===== src/rtl/bin_to_bcd_seq.sv =====
// Sequential binary-to-BCD converter (shift-and-add-3), one input bit per clock.
// Latency: accept at edge k -> out_valid after edge k+WIDTH; one word per WIDTH+2 cycles max.
// Backpressure: holds result in DONE until out_ready; in_ready only while IDLE.
//
// Ports:
//   clk, rst_n          clock, asynchronous active-low reset
//   in_valid/in_ready   input handshake, bin sampled on accept
//   bin [WIDTH-1:0]     unsigned binary operand
//   out_valid/out_ready output handshake
//   bcd [4*DIGITS-1:0]  packed BCD, digit 0 (units) in bcd[3:0]
module bin_to_bcd_seq #(
    parameter int WIDTH  = 8,
    parameter int DIGITS = 3
) (
    input  logic                  clk,
    input  logic                  rst_n,
    input  logic                  in_valid,
    output logic                  in_ready,
    input  logic [WIDTH-1:0]      bin,
    output logic                  out_valid,
    input  logic                  out_ready,
    output logic [4*DIGITS-1:0]   bcd
);

    localparam int ACC_W = 4 * DIGITS;
    localparam int CNT_W = $clog2(WIDTH);

    function automatic longint pow10(input int n);
        longint p;
        p = 1;
        for (int i = 0; i < n; i++) begin
            p = p * 10;
        end
        return p;
    endfunction

    // Reject configurations where the accumulator could overflow.
    generate
        if (WIDTH < 4 || WIDTH > 16) begin : g_bad_width
            $error("bin_to_bcd_seq: WIDTH must be in 4..16");
        end
        if (pow10(DIGITS) <= ((longint'(1) << WIDTH) - 1)) begin : g_bad_digits
            $error("bin_to_bcd_seq: DIGITS too small for WIDTH");
        end
    endgenerate

    typedef enum logic [1:0] {
        S_IDLE  = 2'd0,
        S_SHIFT = 2'd1,
        S_DONE  = 2'd2
    } state_t;

    state_t             state;
    state_t             state_nxt;
    logic [WIDTH-1:0]   bin_sr;
    logic [ACC_W-1:0]   acc;
    logic [ACC_W-1:0]   acc_adj;
    logic [CNT_W-1:0]   cnt;
    logic               last_iter;
    logic               accept;

    assign last_iter = (cnt == CNT_W'(WIDTH - 1));
    assign accept    = in_valid && in_ready;
    assign bcd       = acc;

    // Per-digit add-3 before the shift: a digit >= 5 would reach >= 10 when
    // doubled, so pre-adding 3 makes the shift carry into the next digit.
    always_comb begin
        acc_adj = acc;
        for (int d = 0; d < DIGITS; d++) begin
            if (acc[4*d +: 4] >= 4'd5) begin
                acc_adj[4*d +: 4] = acc[4*d +: 4] + 4'd3;
            end
        end
    end

    always_ff @(posedge clk or negedge rst_n) begin
        if (!rst_n) begin
            state <= S_IDLE;
        end else begin
            state <= state_nxt;
        end
    end

    // Handshake outputs are pure state decodes: no input-to-output path.
    always_comb begin
        state_nxt = state;
        in_ready  = 1'b0;
        out_valid = 1'b0;
        case (state)
            S_IDLE: begin
                in_ready = 1'b1;
                if (in_valid) begin
                    state_nxt = S_SHIFT;
                end
            end
            S_SHIFT: begin
                if (last_iter) begin
                    state_nxt = S_DONE;
                end
            end
            S_DONE: begin
                out_valid = 1'b1;
                if (out_ready) begin
                    state_nxt = S_IDLE;
                end
            end
            default: begin
                state_nxt = S_IDLE;
            end
        endcase
    end

    always_ff @(posedge clk or negedge rst_n) begin
        if (!rst_n) begin
            bin_sr <= '0;
            acc    <= '0;
            cnt    <= '0;
        end else begin
            case (state)
                S_IDLE: begin
                    if (accept) begin
                        bin_sr <= bin;
                        acc    <= '0;
                        cnt    <= '0;
                    end
                end
                S_SHIFT: begin
                    acc    <= {acc_adj[ACC_W-2:0], bin_sr[WIDTH-1]};
                    bin_sr <= {bin_sr[WIDTH-2:0], 1'b0};
                    if (!last_iter) begin
                        cnt <= cnt + CNT_W'(1);
                    end
                end
                default: begin
                    // DONE: acc held as the result, nothing else moves.
                end
            endcase
        end
    end

endmodule


===== config.mk =====
export PLATFORM = sky130hd
export DESIGN_NAME = bin_to_bcd_seq
export DESIGN_NICKNAME = d
export VERILOG_FILES = /design/src/rtl/bin_to_bcd_seq.sv
export SDC_FILE = /design/constraint.sdc
export NUM_CORES = 1
export LEC_CHECK = 0
export BUFFER_PORTS_ARGS = -buffer_cell sky130_fd_sc_hd__clkbuf_2
export CORE_ASPECT_RATIO = 1.75
export CORE_MARGIN = 2
export CORE_UTILIZATION = 50
export CTS_BUF_LIST = sky130_fd_sc_hd__clkbuf_4 sky130_fd_sc_hd__clkbuf_8 sky130_fd_sc_hd__clkbuf_16
export CTS_CLUSTER_SIZE = 25
export DETAILED_ROUTE_END_ITERATION = 12
export PLACE_DENSITY = 0.78
export SLEW_MARGIN = 40
export SYNTH_ARGS = -nofsm -noshare
export SYNTH_HDL_FRONTEND = slang
export SYNTH_SLANG_ARGS = --single-unit

===== constraint.sdc =====
create_clock -name clk -period 2 [get_ports clk]
set_clock_uncertainty 0.1 [all_clocks]
set_input_delay 0.1 -clock clk [delete_from_list [all_inputs] [get_ports clk]]
set_output_delay 0.1 -clock clk [all_outputs]
set_load 0.01 [all_outputs]

==> reports/results.txt, run 1 <==
outcome -> finished, final reports clean
ys async rst share -> 1.00
Synth Flop Type -> dfrtp_1
global route total overflow -> 0
Seq/Total Area, Yosys -> 0.440
GR Util All Layers -> 0.190
Power Density -> 1510 mW/mm^2
Max Cap Viol -> 0
r2r worst-path depth -> 5
GP Congestion -> 0.895
Final ANT Viol Nets -> 0
Yosys cell types -> 33
met2 Track Usage GR -> 0.322
met1 Track Usage GR -> 0.228
Worst EP required -> 2.06 ns
# IOs -> 26
initial antenna violation count -> 0
Global Route met3 Usage -> 0.0291
Slew @ Worst Pin -> 0.617 ns
CORE AREA -> 0.00269 sq mm
Startpoint Class -> flop
Via Count -> 1088
Multi-input gate area -> 668 sq um
clock-pin slew on the worst setup and hold paths -> 0.09 ns
post-synth top area share -> 0.440
Die W -> 44.3 microns
Worst slew margin -> 0.589
most frequent cell after synthesis -> dfrtp_1
synthesis-to-finish area growth -> 13.5%
Critical Path Sink Type -> flop
Synthesized Nets -> 152
final hold violation count -> 0
endpoints failing setup -> 0
GR peak layer -> met2
area post-placement -> 0.00154 sq mm
n_diodes -> 0
Die Y -> 74.5 microns
CTS tree -> built
worst-skew pair later-pin latency -> 0.27 ns
Pre-antenna DRT Iters -> 4
FF/Latch Area -> 626 sq um
critical path type -> flop to flop
Total Nets Final -> 181
DRT iter0 DRCs -> 22
via density per instance -> 5.82
layout cells sized above 1 -> 0.250
hold slack -> 0.00437 ns
leakage power -> 0.803 nW
fin worst setup slack -> 0.352 ns
Core Util, Final -> 0.600
routed wire length per instance -> 14.9 microns
clk root buf -> clkbuf_8
synthesized cell area -> 0.00142 sq mm
global-route wire length before repair -> 4.66 mm
worst vdd ir -> 922 uV
CTS sink count -> 25
Area contributors post-synth -> dfrtp_1 44%, ha_1 7.0%, mux2i_1 5.6%, inv_1 4.0%, nand2_1 4.0%
clock buffer depth -> 2
Peak Freq -> 607 MHz
unrepaired setup endpoints after global routing -> no
arrival time at the worst endpoint -> 1.71 ns
pre-CTS WS -> 0.373 ns
largest net degree at the start of global routing -> 26
Num CTS Buffers -> 3
cell taking the most area after synthesis -> dfrtp_1
die area -> 0.00330 sq mm
period utilisation layout -> 0.824
drt drc -> 0
initial core utilization -> 0.528
synthesized flop and latch total -> 25
setup_tns -> 0 ns
post-cts resize count -> 0
final slew viol count -> 0
Rows -> 25
Final Cell Area -> 0.00161 sq mm
CTS H-Tree Depth -> 1
WL final -> 2.79 mm
worst hold path class -> primary input to flop
Final Critical Period -> 1.65 ns
Syn Area/Cell -> 10.8 sq um
Cells after Synth -> 132
vias in the first global route -> 1076
hold path depth -> 3
I/O Buffers -> 25
number of flops mapped to enable cells by yosys -> 0
Post-CTS Setup Bufs -> 0
DP HPWL -> 2.06 mm
# fillers -> 229
top cells by count, synth -> 25 x dfrtp_1, 15 x inv_1, 15 x nand2_1
Ys Warns -> 0
crit path max fanout -> 3
==> cells in the final DEF, fill, tap and decap left out, types with 3 or more instances in the layout <==
master | netlist | layout
a32o_1 | 3 | 3
clkbuf_2 | 0 | 25
clkbuf_8 | 1 | 3
dfrtp_1 | 25 | 25
dlygate4sd3_1 | 0 | 3
ha_1 | 8 | 8
inv_1 | 15 | 15
mux2i_1 | 8 | 8
nand2_1 | 15 | 15
nand2b_1 | 5 | 5
nor2b_1 | 3 | 3
o2111ai_1 | 5 | 5
o211ai_1 | 3 | 3
o21a_1 | 3 | 3
o21ai_0 | 5 | 5
o21ai_1 | 5 | 5
o31ai_1 | 3 | 3
==> kinds of logic after synthesis <==
group,after synthesis,synth area share
buffers and inverters,21,0.0898
AOI/OAI and AO/OA,39,0.221
muxes,9,0.0643
xor gates and xnor gates,2,0.0123
adders and majority gates,8,0.0704
DFF,25,0.440
and+or+nand+nor,28,0.102
==> final timing paths <==
kind / slack (ns) / end / startpoint
worst max-delay path: 0.35 / cnt[0] / cnt[0]
max in group asynchronous: 1.13 / cnt[2] / rst_n
worst max register to register: 0.35 / cnt[0] / cnt[0]
worst min-delay path: 0.004 / bin_sr[6] / bin[6]
min in group asynchronous: 0.27 / bcd[6] / rst_n
worst min register to register: 0.40 / bin_sr[2] / bin_sr[2]
==> flip-flops by register name, summed over array words and instances, names as in the netlist <==
signal and flops:
bin_sr 8, cnt 3, bcd 12, state 2
==> what timing repair did <==
item	4_1_cts	5_1_grt
hold buffers	3	0
endpoints found under the setup margin	0	0
endpoints found under the hold margin	27	0
==> power by group <==
part	internal, mW	switching (mW)	total (mW)
registers	0.709	0.173	0.882
logic	0.576	0.683	1.26
clock network	0.139	0.160	0.299
total	1.42	1.02	2.44
==> layer usage <==
layer | routed length (microns) | up-vias | share of wire
li1 | - | 525 | -
met3 | 74 | 4 | 0.027
met1 | 1150 | 536 | 0.41
met5 | 0 | - | 0
met2 | 1530 | 23 | 0.55
met4 | 40 | 0 | 0.014
==> final cells by class <==
class	count	area share
flip-flops and latches	25	0.388
clock buffers	3	0.0256
clock inverters	1	0.00310
multi-input cells	86	0.414
inverters	15	0.0349
repair buffers	30	0.113
well taps	27	0.0209
==> critical path: stages, from the launching register on <==
cell      delay (ns)
dfrtp_1         0.40
ha_1            0.23
ha_1            0.21
nand2b_1        0.15
a21o_1          0.18
mux2_2          0.27
==> stage by stage <==
step / cells / power (mW)
2_1_floorplan: 132 / 1.88
6_report: 187 / 2.44
4_1_cts: 187 / 2.45
3_3_place_gp: 180 / 2.07
3_5_place_dp: 180 / 2.15
5_1_grt: 187 / 2.65
Note: power is estimated with default switching activity, not from simulation.
==> run 2, diff against run 1 <==
==> constraint.sdc (replaced) <==
create_clock -name clk -period 1.7 [get_ports clk]
set_clock_uncertainty 0.1 [all_clocks]
set_input_delay 0.085 -clock clk [delete_from_list [all_inputs] [get_ports clk]]
set_output_delay 0.085 -clock clk [all_outputs]
set_load 0.01 [all_outputs]
==> run 2 against run 1 <==
Net effect: global-route usage rose by 0.44 points; worst setup slack lost 0.26 ns; first-iteration DRC count grew 23%; largest power group unchanged.
==> reports/results.txt, run 2 (synthesized netlist as in run 1, its figures left out) <==
GR Util All Layers -> 0.194 (+0.00444)
# fillers -> 232 (+1.3%)
Slew @ Worst Pin -> 0.629 ns (+0.0123 ns)
max reg flops -> 12 (unchanged)
area post-placement -> 0.00152 sq mm (-0.81%)
Worst EP required -> 1.75 ns (-0.31 ns)
total power -> 2.84 mW (+17%)
most frequent cells in the layout -> 25 x dfrtp_1, 25 x clkbuf_2, 15 x inv_1, 15 x nand2_1
Via Count -> 1077 (-1.0%)
Die W -> 44.3 microns (unchanged)
Rows -> 25 (unchanged)
final hold violation count -> 0 (unchanged)
most used cell, CP -> ha_1
hold slack -> 0.000597 ns (-0.00377 ns)
Worst slew margin -> 0.580 (-0.00846)
CTS H-Tree Depth -> 1 (unchanged)
GP Congestion -> 0.816 (-8.8%)
Total Nets Final -> 181 (unchanged)
Num CTS Buffers -> 3 (unchanged)
slowest CP cell -> dfrtp_1
vias in the first global route -> 1128 (+4.8%)
worst vdd ir -> 886 uV (-3.8%)
period utilisation layout -> 0.943 (+0.119)
Peak Freq -> 624 MHz (+2.8%)
n_diodes -> 0 (unchanged)
delay-heaviest family, CP -> adder cells
arrival time at the worst endpoint -> 1.66 ns (-0.05 ns)
WL final -> 2.80 mm (+0.14%)
cell breakdown of the critical path -> ha_1 -> ha_1 -> nand2b_1 -> a21o_1 -> mux2_2
CTS tree -> built
global-route wire length before repair -> 4.77 mm (+2.4%)
slowest stage delay, CP -> 0.39 ns (about the same)
Post-CTS Setup Bufs -> 0 (unchanged)
CP Buf/Inv Count -> 0 (unchanged)
Die Y -> 74.5 microns (unchanged)
DRT iter0 DRCs -> 27 (+23%)
clk root buf -> clkbuf_8
Final Cell Area -> 0.00160 sq mm (-0.62%)
outcome -> finished, final reports clean
setup_tns -> 0 ns (unchanged)
DP HPWL -> 2.11 mm (+2.4%)
Max Cap Viol -> 0 (unchanged)
clock buffer depth -> 2 (unchanged)
# IOs -> 26 (unchanged)
critical path type -> flop to flop
clock-pin slew on the worst setup and hold paths -> 0.08 ns (about the same)
unrepaired setup endpoints after global routing -> no
via density per instance -> 5.76 (-1.0%)
initial core utilization -> 0.528 (unchanged)
I/O Buffers -> 25 (unchanged)
layout cells sized above 1 -> 0.250 (unchanged)
CTS sink count -> 25 (unchanged)
die area -> 0.00330 sq mm (unchanged)
global route total overflow -> 0 (unchanged)
drt drc -> 0 (unchanged)
final slew viol count -> 0 (unchanged)
routed wire length per instance -> 14.9 microns (+0.14%)
crit path max fanout -> 3 (unchanged)
fin worst setup slack -> 0.0968 ns (-0.255 ns)
endpoints failing setup -> 0 (unchanged)
CORE AREA -> 0.00269 sq mm (unchanged)
worst-skew pair later-pin latency -> 0.26 ns (about the same)
Final Critical Period -> 1.60 ns (-0.0446 ns)
Startpoint Class -> flop
pre-CTS WS -> 0.114 ns (-0.259 ns)
largest net degree at the start of global routing -> 26 (unchanged)
Final ANT Viol Nets -> 0 (unchanged)
synthesis-to-finish area growth -> 12.8%
leakage power -> 0.798 nW (-0.65%)
Critical Path Sink Type -> flop
Pre-antenna DRT Iters -> 4 (unchanged)
worst hold path class -> primary input to flop
initial antenna violation count -> 0 (unchanged)
Power Density -> 1770 mW/mm^2 (+17%)
## run 2: what timing repair did
item	4_1_cts	5_1_grt
endpoints found under the hold margin	27	0
setup endpoints to repair	0	0
hold buffers	3	0
gates resized for setup	0	0
## run 2: cell type report
cell class / count / area, sq um / area share
clock buffers: 4 / 48.8 / 0.0304
inverters: 15 / 56.3 / 0.0351
multi-input cells: 86 / 668 / 0.417
flip-flops and latches: 25 / 626 / 0.390
well taps: 27 / 33.8 / 0.0211
repair buffers: 30 / 170 / 0.106
## run 2: path summary, 6_finish.rpt
kind / slack, ns / end / cells past startpoint / startpoint
max: 0.1 / cnt[0] / 5 / cnt[0]
min: 0.0006 / state[1] / 3 / out_ready
max reg2reg: 0.1 / cnt[0] / 5 / cnt[0]
min reg2reg: 0.39 / bin_sr[1] / 2 / bin_sr[1]
max in group asynchronous: 0.83 / bin_sr[5] / 2 / rst_n
min in group asynchronous: 0.26 / bcd[4] / 2 / rst_n
## run 2: through the flow
step,util,std cells
global placement,0.567,180
global route,0.596,187
CTS,0.596,187
floorplan,-,132
detailed placement,0.567,180
finish,0.596,187
## run 2: tightest hold or removal path, delay by kind of cell
kind                   cells  cell delay [ns]
AOI/OAI and AO/OA          1             0.12
buffers and inverters      2             0.13
## run 2: power breakdown
| group | internal (mW) | leakage (nW) | switching, mW |
|---|---|---|---|
| Clock | 0.183 | 0.0262 | 0.178 |
| Combinational | 0.648 | 0.452 | 0.800 |
| Sequential | 0.834 | 0.320 | 0.200 |
| Total | 1.67 | 0.798 | 1.18 |
## run 2: layer usage
| metal | GRT usage | up-vias | share of wire |
|---|---|---|---|
| li1 | - | 528 | - |
| met1 | 0.219 | 530 | 0.41 |
| met2 | 0.350 | 17 | 0.55 |
| met3 | 0.0291 | 2 | 0.025 |
| met4 | 0.0909 | 0 | 0.0082 |
| met5 | 0 | - | 0 |
==> run 3, diff against run 2 <==
--- a/config.mk
+++ b/config.mk
@@ -13,6 +13,7 @@
 export CTS_CLUSTER_SIZE = 25
 export DETAILED_ROUTE_END_ITERATION = 12
 export PLACE_DENSITY = 0.78
+export REMOVE_ABC_BUFFERS = 1
 export SLEW_MARGIN = 40
 export SYNTH_ARGS = -nofsm -noshare
 export SYNTH_HDL_FRONTEND = slang
==> run 3 against run 2 <==
Net effect: the run now ends with negative hold slack left; non-clock buffer count rose by 2; flip-flop and latch count stayed put; hold slack got worse by 0.0091 ns; first-iteration DRC count decreased by 26%; wire length down 5.2%; largest power group unchanged; die area did not move; cell area grew 0.94%; via count up 1.4%; clock-buffer cell count down 1.
==> reports/results.txt, run 3 (synthesized netlist as in run 1, its figures left out) <==
period utilisation layout -> 0.935 (-0.00776)
Peak Freq -> 629 MHz (+0.83%)
hold slack -> -0.00850 ns (-0.00910 ns)
worst hold path class -> primary input to flop
CTS tree -> built
Startpoint Class -> flop
Slew @ Worst Pin -> 0.661 ns (+0.0322 ns)
global route total overflow -> 0 (unchanged)
GP Congestion -> 0.834 (+2.2%)
Total Nets Final -> 183 (+1.1%)
global-route wire length before repair -> 4.79 mm (+0.44%)
final hold violation count -> 2 (+2)
outcome -> finished, violations left
Die W -> 44.3 microns (unchanged)
vias in the first global route -> 1172 (+3.9%)
Worst EP required -> 1.76 ns (about the same)
final slew viol count -> 0 (unchanged)
total power -> 2.82 mW (-0.90%)
synthesis-to-finish area growth -> 13.8%
Via Count -> 1092 (+1.4%)
setup_tns -> 0 ns (unchanged)
I/O Buffers -> 25 (unchanged)
max reg flops -> 12 (unchanged)
largest net degree at the start of global routing -> 26 (unchanged)
# IOs -> 26 (unchanged)
most frequent cells in the layout -> 25 x dfrtp_1, 25 x clkbuf_2, 15 x inv_1, 15 x nand2_1
die area -> 0.00330 sq mm (unchanged)
via density per instance -> 5.78 (+0.32%)
crit path max fanout -> 3 (unchanged)
critical path type -> flop to flop
Pre-antenna DRT Iters -> 4 (unchanged)
clk root buf -> clkbuf_8
Post-CTS Setup Bufs -> 0 (unchanged)
drt drc -> 0 (unchanged)
violated checks -> negative hold slack
Num CTS Buffers -> 3 (unchanged)
CTS sink count -> 25 (unchanged)
DRT iter0 DRCs -> 20 (-26%)
clock-pin slew on the worst setup and hold paths -> 0.09 ns (about the same)
Critical Path Sink Type -> flop
worst vdd ir -> 960 uV (+8.3%)
initial antenna violation count -> 0 (unchanged)
WL final -> 2.65 mm (-5.2%)
Final ANT Viol Nets -> 0 (unchanged)
post-cts resize count -> 0 (unchanged)
GR Util All Layers -> 0.195 (+0.000686)
pre-CTS WS -> 0.120 ns (+0.00597 ns)
Power Density -> 1740 mW/mm^2 (-1.8%)
routed wire length per instance -> 14.0 microns (-6.2%)
Max Cap Viol -> 0 (unchanged)
n_diodes -> 0 (unchanged)
Die Y -> 74.5 microns (unchanged)
leakage power -> 0.806 nW (+1.0%)
endpoints failing setup -> 0 (unchanged)
unrepaired setup endpoints after global routing -> no
hold-fix buffer count after cts -> 4 (+1)
CTS H-Tree Depth -> 1 (unchanged)
clock buffer depth -> 2 (unchanged)
fin worst setup slack -> 0.110 ns (+0.0132 ns)
initial core utilization -> 0.528 (unchanged)
Final Critical Period -> 1.59 ns (-0.0132 ns)
CORE AREA -> 0.00269 sq mm (unchanged)
arrival time at the worst endpoint -> 1.65 ns (about the same)
Rows -> 25 (unchanged)
layout cells sized above 1 -> 0.253 (+0.00309)
worst-skew pair later-pin latency -> 0.27 ns (about the same)
DP HPWL -> 2.07 mm (-1.9%)
Worst slew margin -> 0.559 (-0.0215)
## run 3: cell count changes in the layout (fill, tap and decap cells not counted), sizes merged
| cell | before | now |
|---|---|---|
| clkbuf | 29 | 28 |
| dlygate4sd3 | 3 | 4 |
| buf | 2 | 3 |
| clkinv | 0 | 1 |
## run 3: metal layers
metal	routed length, microns	GRT usage	vias up	part of all wire
li1	-	-	527	-
met1	1010	0.198	537	0.38
met2	1520	0.368	23	0.57
met3	76	0.0340	5	0.029
met4	46	0.0976	0	0.017
met5	0	0	-	0
## run 3: stage by stage
| stage | instance area (sq um) | std cells | hold slack, ns | util |
|---|---|---|---|---|
| 2_1_floorplan | 1350 | 126 | -0.311 | - |
| 3_3_place_gp | 1530 | 181 | 0.0222 | 0.569 |
| 3_5_place_dp | 1530 | 181 | 0.0298 | 0.569 |
| 4_1_cts | 1620 | 189 | 0.00210 | 0.601 |
| 5_1_grt | 1620 | 189 | 0.0124 | 0.601 |
| 6_report | 1620 | 189 | -0.00850 | 0.601 |
## run 3: cell type report
cell class / instances / area, sq um
multi-input combinational: 86 / 668
tap: 27 / 33.8
fill: 232 / 1070
clock inverter: 1 / 5.00
timing repair buffer: 32 / 188
inverter: 15 / 56.3
clock buffer: 3 / 41.3
sequential: 25 / 626
## run 3: path summary, 6_finish.rpt
check                      startpoint   endpoint  slack (ns)  cells past startpoint
setup / recovery               cnt[0]     cnt[0]        0.11                      5
hold / removal                 bin[4]  bin_sr[4]      -0.008                      3
setup reg to reg               cnt[0]     cnt[0]        0.11                      5
hold reg to reg             bin_sr[5]  bin_sr[5]        0.40                      2
max in group asynchronous       rst_n     bcd[3]        0.83                      2
min in group asynchronous       rst_n    bcd[10]        0.26                      2
## run 3: worst max-delay path, stage by stage, from the launching register on
cell and delay [ns]:
dfrtp_1 0.39, ha_1 0.20, ha_1 0.20, nand2b_1 0.15
a21o_1 0.18, mux2_2 0.26
## run 3: report_power, final
group	leakage (nW)	switching [mW]	internal (mW)
sequential	0.320	0.201	0.834
clock	0.0255	0.186	0.164
combinational	0.461	0.770	0.663
